[src/rtl/region_write_arbiter.sv]
// region_write_arbiter
// Arbitrates NUM_REQ burst write requesters onto one registered region
// write port. Idle requesters are served round-robin; a requester that
// starts a multi-beat burst keeps the region until its last beat, or until
// it has left the lock unused for LOCK_TIMEOUT cycles, in which case the
// lock is broken and the owner is told through a one-cycle abort pulse.
module region_write_arbiter #(
  parameter int WIDTH        = 8,
  parameter int LOG2_DEPTH   = 5,
  parameter int NUM_REQ      = 2,
  parameter int LOCK_TIMEOUT = 255
) (
  input  logic                          clk,
  input  logic                          reset,
  input  logic [NUM_REQ-1:0]            req,
  input  logic [NUM_REQ-1:0]            req_last,
  input  logic [NUM_REQ*LOG2_DEPTH-1:0] req_waddr,
  input  logic [NUM_REQ*WIDTH-1:0]      req_wdata,
  input  logic [NUM_REQ*2-1:0]          req_wfifobram,
  output logic [NUM_REQ-1:0]            ready,
  output logic [NUM_REQ-1:0]            abort,
  input  logic                          almostfull,
  output logic                          we,
  output logic [LOG2_DEPTH-1:0]         waddr,
  output logic [WIDTH-1:0]              wdata,
  output logic [1:0]                    wfifobram,
  output logic [31:0]                   beat_count
);

  localparam int PTR_W = $clog2(NUM_REQ);

  typedef enum logic {
    IDLE   = 1'b0,
    LOCKED = 1'b1
  } state_t;

  state_t                 state_q, state_d;
  logic [PTR_W-1:0]       rr_ptr_q, rr_ptr_d;
  logic [PTR_W-1:0]       owner_q, owner_d;
  logic [15:0]            idle_cnt_q, idle_cnt_d;
  logic                   we_q, we_d;
  logic [LOG2_DEPTH-1:0]  waddr_q, waddr_d;
  logic [WIDTH-1:0]       wdata_q, wdata_d;
  logic [1:0]             wfifobram_q, wfifobram_d;
  logic [NUM_REQ-1:0]     abort_q, abort_d;
  logic [31:0]            beat_count_q, beat_count_d;

  logic [PTR_W:0]         scan_idx;
  logic [PTR_W-1:0]       pick;
  logic [PTR_W-1:0]       gnt;
  logic                   gnt_ok;
  logic                   accept;
  logic [NUM_REQ-1:0]     ready_c;

  // Round-robin successor of a requester index.
  function automatic logic [PTR_W-1:0] next_ptr(input logic [PTR_W-1:0] p);
    if (p == PTR_W'(NUM_REQ - 1)) begin
      return '0;
    end
    return p + 1'b1;
  endfunction

  // First requesting index at or after rr_ptr, wrapping modulo NUM_REQ.
  // Scanning from the far end down lets the closest hit overwrite the rest.
  always_comb begin
    pick     = '0;
    scan_idx = '0;
    for (int k = NUM_REQ - 1; k >= 0; k--) begin
      scan_idx = {1'b0, rr_ptr_q} + (PTR_W + 1)'(k);
      if (scan_idx >= (PTR_W + 1)'(NUM_REQ)) begin
        scan_idx = scan_idx - (PTR_W + 1)'(NUM_REQ);
      end
      if (req[scan_idx[PTR_W-1:0]]) begin
        pick = scan_idx[PTR_W-1:0];
      end
    end
  end

  // Grant selection: the round-robin pick when idle, the lock owner otherwise.
  always_comb begin
    gnt     = (state_q == IDLE) ? pick : owner_q;
    gnt_ok  = (state_q == IDLE) ? (|req) : req[owner_q];
    accept  = gnt_ok && !almostfull;
    ready_c = '0;
    if (accept) begin
      ready_c[gnt] = 1'b1;
    end
  end

  // Next-state logic for the lock FSM, the write port and the beat counter.
  always_comb begin
    state_d      = state_q;
    rr_ptr_d     = rr_ptr_q;
    owner_d      = owner_q;
    idle_cnt_d   = idle_cnt_q;
    we_d         = 1'b0;
    waddr_d      = waddr_q;
    wdata_d      = wdata_q;
    wfifobram_d  = wfifobram_q;
    abort_d      = '0;
    beat_count_d = beat_count_q;

    if (accept) begin
      we_d         = 1'b1;
      waddr_d      = req_waddr[gnt*LOG2_DEPTH +: LOG2_DEPTH];
      wdata_d      = req_wdata[gnt*WIDTH +: WIDTH];
      wfifobram_d  = req_wfifobram[gnt*2 +: 2];
      beat_count_d = beat_count_q + 32'd1;
    end

    case (state_q)
      IDLE: begin
        idle_cnt_d = '0;
        if (accept) begin
          if (req_last[gnt]) begin
            rr_ptr_d = next_ptr(gnt);
          end else begin
            state_d = LOCKED;
            owner_d = gnt;
          end
        end
      end
      LOCKED: begin
        if (accept) begin
          idle_cnt_d = '0;
          if (req_last[owner_q]) begin
            state_d  = IDLE;
            rr_ptr_d = next_ptr(owner_q);
          end
        end else if (req[owner_q] || almostfull) begin
          // Owner is still engaged or the region is stalling it: not idle.
          idle_cnt_d = '0;
        end else if (idle_cnt_q == 16'(LOCK_TIMEOUT - 1)) begin
          // This cycle is the LOCK_TIMEOUT-th idle one: break the lock.
          idle_cnt_d       = '0;
          abort_d[owner_q] = 1'b1;
          state_d          = IDLE;
          rr_ptr_d         = next_ptr(owner_q);
        end else begin
          idle_cnt_d = idle_cnt_q + 16'd1;
        end
      end
      default: begin
        state_d = IDLE;
      end
    endcase
  end

  // State and output registers; reset discards any lock in progress.
  always_ff @(posedge clk or negedge reset) begin
    if (!reset) begin
      state_q      <= IDLE;
      rr_ptr_q     <= '0;
      owner_q      <= '0;
      idle_cnt_q   <= '0;
      we_q         <= 1'b0;
      waddr_q      <= '0;
      wdata_q      <= '0;
      wfifobram_q  <= '0;
      abort_q      <= '0;
      beat_count_q <= '0;
    end else begin
      state_q      <= state_d;
      rr_ptr_q     <= rr_ptr_d;
      owner_q      <= owner_d;
      idle_cnt_q   <= idle_cnt_d;
      we_q         <= we_d;
      waddr_q      <= waddr_d;
      wdata_q      <= wdata_d;
      wfifobram_q  <= wfifobram_d;
      abort_q      <= abort_d;
      beat_count_q <= beat_count_d;
    end
  end

  assign ready      = reset ? ready_c : '0;
  assign abort      = abort_q;
  assign we         = we_q;
  assign waddr      = waddr_q;
  assign wdata      = wdata_q;
  assign wfifobram  = wfifobram_q;
  assign beat_count = beat_count_q;

endmodule

[config.mk]
export PLATFORM = sky130hd
export DESIGN_NAME = region_write_arbiter
export DESIGN_NICKNAME = d
export VERILOG_FILES = /design/src/rtl/region_write_arbiter.sv
export SDC_FILE = /design/constraint.sdc
export NUM_CORES = 1
export LEC_CHECK = 0
export ABC_AREA = 1
export BUFFER_PORTS_ARGS = -buffer_cell sky130_fd_sc_hd__buf_2
export CAP_MARGIN = 20
export CORE_MARGIN = 3
export CORE_UTILIZATION = 45
export DETAILED_ROUTE_END_ITERATION = 8
export PLACE_DENSITY = 0.69
export SLEW_MARGIN = 30
export SYNTH_ARGS = -nofsm -noshare
export SYNTH_HDL_FRONTEND = slang
export SYNTH_SLANG_ARGS = --single-unit
[constraint.sdc]
create_clock -name clk -period 4.1 [get_ports clk]
set_input_delay 0.82 -clock clk [delete_from_list [all_inputs] [get_ports clk]]
set_output_delay 0.82 -clock clk [all_outputs]
set_load 0.1 [all_outputs]
Word level (Yosys, flattened, before mapping):

Cells that the tools add are included.

* output and inout bits: 52
* logic and storage cells: 107
* input bits: 37
* register bits after elaboration: 69

* muxes and demuxes: 62
* shift-type cells: 3
* add/subtract/negate cells: 7
* $lt $le $gt $ge: 8
* multipliers: 1
* bitwise logic cells: 2
* equality and inequality tests: 6
* reduce and logical (&&, ||, !) cells: 8

Operators by type and width (count)
* 1-bit 2-to-1 mux: 48
* 16-bit 2-to-1 mux: 3
* 32-bit by 1-bit adder with 32-bit output (second input constant): 1
* 16-bit one-hot mux with 2 select lines: 1
* 16-bit by 1-bit adder with 16-bit output (second input constant): 1
* 16-bit by 8-bit equality test with 1-bit output (second input constant): 1
* 16-bit by 5-bit variable part select with 8-bit output: 1
* 2-bit 2-to-1 mux: 6
* 10-bit by 5-bit variable part select with 5-bit output: 1
* 1-bit by 2-bit less-than comparator with 1-bit output (second input constant): 4
* 5-bit AND reduction: 1
* 1-bit by 3-bit multiplier with 4-bit output (second input constant): 1
* 1-bit one-hot mux with 2 select lines: 2
* 4-bit by 3-bit variable part select with 2-bit output: 1
* 1-bit logical AND: 3
* 3-bit by 1-bit inequality test with 1-bit output (second input constant): 1
* 3-bit by 2-bit inequality test with 1-bit output (second input constant): 1
* 3-bit inequality test (second input constant): 1
* 3-bit AND reduction: 1
* 1-bit adder (second input constant): 2
* 1-bit by 1-bit adder with 2-bit output (second input constant): 1
* 1-bit demux with 1-bit select: 2
* 1-bit >= comparator (second input constant): 2
* 1-bit by 2-bit >= comparator with 1-bit output (second input constant): 1
* other kinds (8): 10

Longest topological paths before layout:

* word-level depth: 17
* gate-level depth with buffers: 12
* gate-level depth less buffers: 11

Worst setup path before layout:

OpenSTA, ideal clock, no wires.

* kind: in2out
* start point: in req[1]
* end point: out ready[0]
* setup slack: 629 ps
* cell stages on the path: 8
* data arrival time: 2651 ps
* data required time: 3280 ps
* cell sequence: inv_1 -> nand2_1 -> nand2_2 -> nand2_4 -> nand2_4 -> buf_6 -> buf_2 -> nor3_2

* cells in the longest elaborated chain, start to end: 11

Ends and longest elaborated chain
* from (decl): RTL line 15 `input logic [NUM_REQ-1:0] req,`
* 1-bit 2-to-1 mux (implied by the code) (2 in a row): RTL line 73 `if (req[scan_idx[PTR_W-1:0]]) begin`
* 1-bit 2-to-1 mux (2 in a row): RTL line 73
* 1-bit 2-to-1 mux: RTL line 81 `gnt = (state_q == IDLE) ? pick : owner_q;`
* 1-bit by 2-bit less-than comparator with 1-bit output (implied by the code) / 1-bit >= comparator (equally long branches): RTL line 86 `ready_c[gnt] = 1'b1;`
* 1-bit logical AND (implied by the code): RTL line 86
* 1-bit 2-to-1 mux (implied by the code): RTL line 86
* 1-bit demux with 1-bit select: RTL line 86
* 2-bit 2-to-1 mux *: RTL line 85 `if (accept) begin`
* 2-bit 2-to-1 mux *: RTL line 176 `assign ready = reset ? ready_c : '0;`
* to (decl): RTL line 20 `output logic [NUM_REQ-1:0] ready,`

Mark *: on every way between the ends. The rest lies on a longest branch, timed or not. The select of a mux whose other input is x is not followed.

Worst setup path in the final report:

* start point: in req[0]
* end point: out ready[1]

Same word-level chain as after synthesis.

==> results_dict.tcl <==
set metrics [dict create \
    fin_crit_ns 3.03 \
    post-place-cells 721 \
    path_cells "buf_2 -> nand2_1 -> nand2_1 -> nand2_1 -> nand2_1 -> nor2_4 -> inv_1 -> nor2_1 -> buf_2" \
    slowest_delay_ns 0.43 \
    yosysSeqAreaShare 0.446 \
    synth.avg_cell_area_um2 7.24 \
    async_reset_ff_frac 1.00 \
    ys_top_cells_by_area "dfrtp_1 (45%), nand2_1 (22%), nor2_1 (6.7%)" \
    num_antenna_cells 0 \
    netlist_area_mm2 0.00387 \
    slowest_stage "buf_2" \
    yosysUniqueCellTypes 28 \
    path_delay_family "simple AND/OR/NAND/NOR gates" \
    fin_setup_tns_ns 0 \
    whs_ns 0.472 \
    synth-edff-count 0 \
    tightest_slew_ns 0.565 \
    fin_crit_sh 0.740 \
    core_mm2 0.00830 \
    hold_path.class "reg -> reg" \
    initial_utilization 0.466 \
    rsz0062_at_grt "no" \
    drive_gt1_frac 0.203 \
    viasPerCell 4.86 \
    worst-setup-path-type "in -> out" \
    cts_resized 0 \
    outcome "completed" \
    nets 667 \
    fill_cells 806 \
    crit_top_cell "nand2_1" \
    firstDrtPassIters 5 \
    gr-total-overflow 0 \
    yosysTopAreaCell "dfrtp_1" \
    synth_ff_type "dfrtp_1" \
    post-route-util 0.555 \
    htree_levels 3 \
    hpwl_mm 7.00 \
    route.detailed.drc 0 \
    clkLatencyLatePin_ns 0.34 \
    power_density_mw_per_mm2 673 \
    synth_nets 574 \
    clkTransAtPathRegs_ns 0.07 \
    skew_ns 0.00607 \
    setup_viol 0 \
    ios 89 \
    synth_cells 534 \
    syn_to_final_growth_pct 19.0 \
    gp_congestion 0.916 \
    cts_made_buffers 9 \
    grt_pass1_vias 3391 \
    grt_max_degree 49 \
    ys_ff_latch 69 \
    num_rows 33 \
    wl_per_cell_um 12.6 \
    max_freq_ghz 0.330 \
    hold_viol_final 0 \
    chipWidth_um 98.7 \
    drv_slew 0 \
    final_antenna_net_count 0 \
    ir_drop_v 0.000737 \
    drtIter0Drc 175 \
    grt_pass1_wl_mm 15.7 \
    cts_hold_buf 0 \
    wl_mm 9.28 \
    crit_buf_inv 3 \
    cts_tree "yes" \
    synth_top_area_frac 0.446 \
    synth_warnings 0 \
    cp.required_ns 3.28 \
    cts.sinks 69 \
    worst_ep_arrival_time_ns 2.21 \
    vias 3581 \
    io_buffers 88 \
    p_leak_uw 0.00229 \
    startpoint_type "primary input" \
    clock_path_buffers 2 \
    cp_max_fo 16 \
    relSlewSlack 0.623 \
    drv_cap 0 \
    die-area_mm2 0.00974 \
    grt_use_total 0.195 \
    cts-root-buf "clkbuf_8" \
    cts_setup_buffers 0 \
    worstSetupEndpointType "output pin" \
    antenna_found_initial 0 \
    die_h_um 98.7 \
    power_uw 3100 \
    finalNonFillerCells 737 \
]
==> flip-flops by register name, indices dropped and copies added, names as in the netlist, 2 cells and up <==
signal	count
wdata	8
wfifobram	2
idle_cnt_q	16
beat_count	32
waddr	5
abort	2
==> worst register-to-register path: cells and delay by family, from the launching register on <==
kind	cells	cell delay, ns
AOI/OAI and AO/OA	2	0.32
and+or+nand+nor	4	0.44
buffers and inverters	3	0.86
DFF	1	0.41
==> layer usage <==
metal / share of wire / up-vias / global-route usage
met4: 0.0075 / 0 / 0.0494
met3: 0.065 / 6 / 0.0488
met5: 0 / - / 0
met2: 0.45 / 101 / 0.305
met1: 0.47 / 1637 / 0.272
li1: - / 1837 / -
==> per-stage QoR <==
stage | setup WS (ns) | instance area [um2]
2_1_floorplan | 0.629 | 3870
3_3_place_gp | 1.12 | 4410
3_5_place_dp | 1.07 | 4410
4_1_cts | 1.06 | 4600
5_1_grt | 0.915 | 4600
6_report | 1.07 | 4600
==> cell families (layout without fill, tap and decap cells) <==
logic type | count (synthesis) | in the layout | share of synthesized area
and+or+nand+nor | 364 | 364 | 0.401
DFF | 69 | 69 | 0.446
buffers and inverters | 51 | 149 | 0.0540
xor gates and xnor gates | 26 | 26 | 0.0589
AOI/OAI and AO/OA | 21 | 21 | 0.0304
adders and majority gates | 3 | 3 | 0.00971
==> cell usage in the layout, fill, tap and decap left out, drive strengths merged, types with 2 or more instances in the layout <==
master and instances:
a211oi 2, dfrtp 69, nor3b 2, buf 91
nand2 231, nor3 13, clkbuf 12, clkinv 2
xnor2 11, xor2 15, nand3b 5, inv 42
ha 3, o21ai 8, nand3 34, nor2 77
a21oi 9
==> path summary, 6_finish.rpt <==
path	from	endpoint	slack [ns]	depth (start not counted)
worst max register to register	state_q$_DFF_PN0_	beat_count[18]$_DFFE_PN0P_	1.95	9
worst max-delay path	req[0]	ready[1]	1.07	9
worst min-delay path	rr_ptr_q$_DFFE_PN0P_	rr_ptr_q$_DFFE_PN0P_	0.47	2
worst min register to register	rr_ptr_q$_DFFE_PN0P_	rr_ptr_q$_DFFE_PN0P_	0.47	2
min in group asynchronous	reset	beat_count[23]$_DFFE_PN0P_	0.56	2
max in group asynchronous	reset	beat_count[21]$_DFFE_PN0P_	2.69	3
==> power by group <==
part / total [uW] / switching, uW / internal [uW]
clock: 553 / 257 / 296
sequential: 948 / 128 / 821
combinational: 1600 / 1340 / 260
total: 3100 / 1720 / 1380
==> synth_stat cells, types with 3 or more instances <==
cell and instances:
a21oi_1 9, buf_2 8, dfrtp_1 69, ha_1 3, inv_1 40, nand2_1 228, nand3_1 32, nand3b_1 5
nor2_1 69, nor2_2 5, nor2_4 3, nor3_1 7, nor3_2 6, o21ai_0 7, xnor2_1 11, xor2_1 15
==> layout make-up <==
class | count | area, um2 | area share
Clock inverter | 4 | 47.5 | 0.0103
Sequential cell | 69 | 1730 | 0.375
Multi-Input combinational cell | 414 | 1930 | 0.420
Clock buffer | 12 | 145 | 0.0315
Tap cell | 105 | 131 | 0.0285
Timing Repair Buffer | 91 | 463 | 0.101
Inverter | 42 | 158 | 0.0342
(Power assumes the default switching activity.)
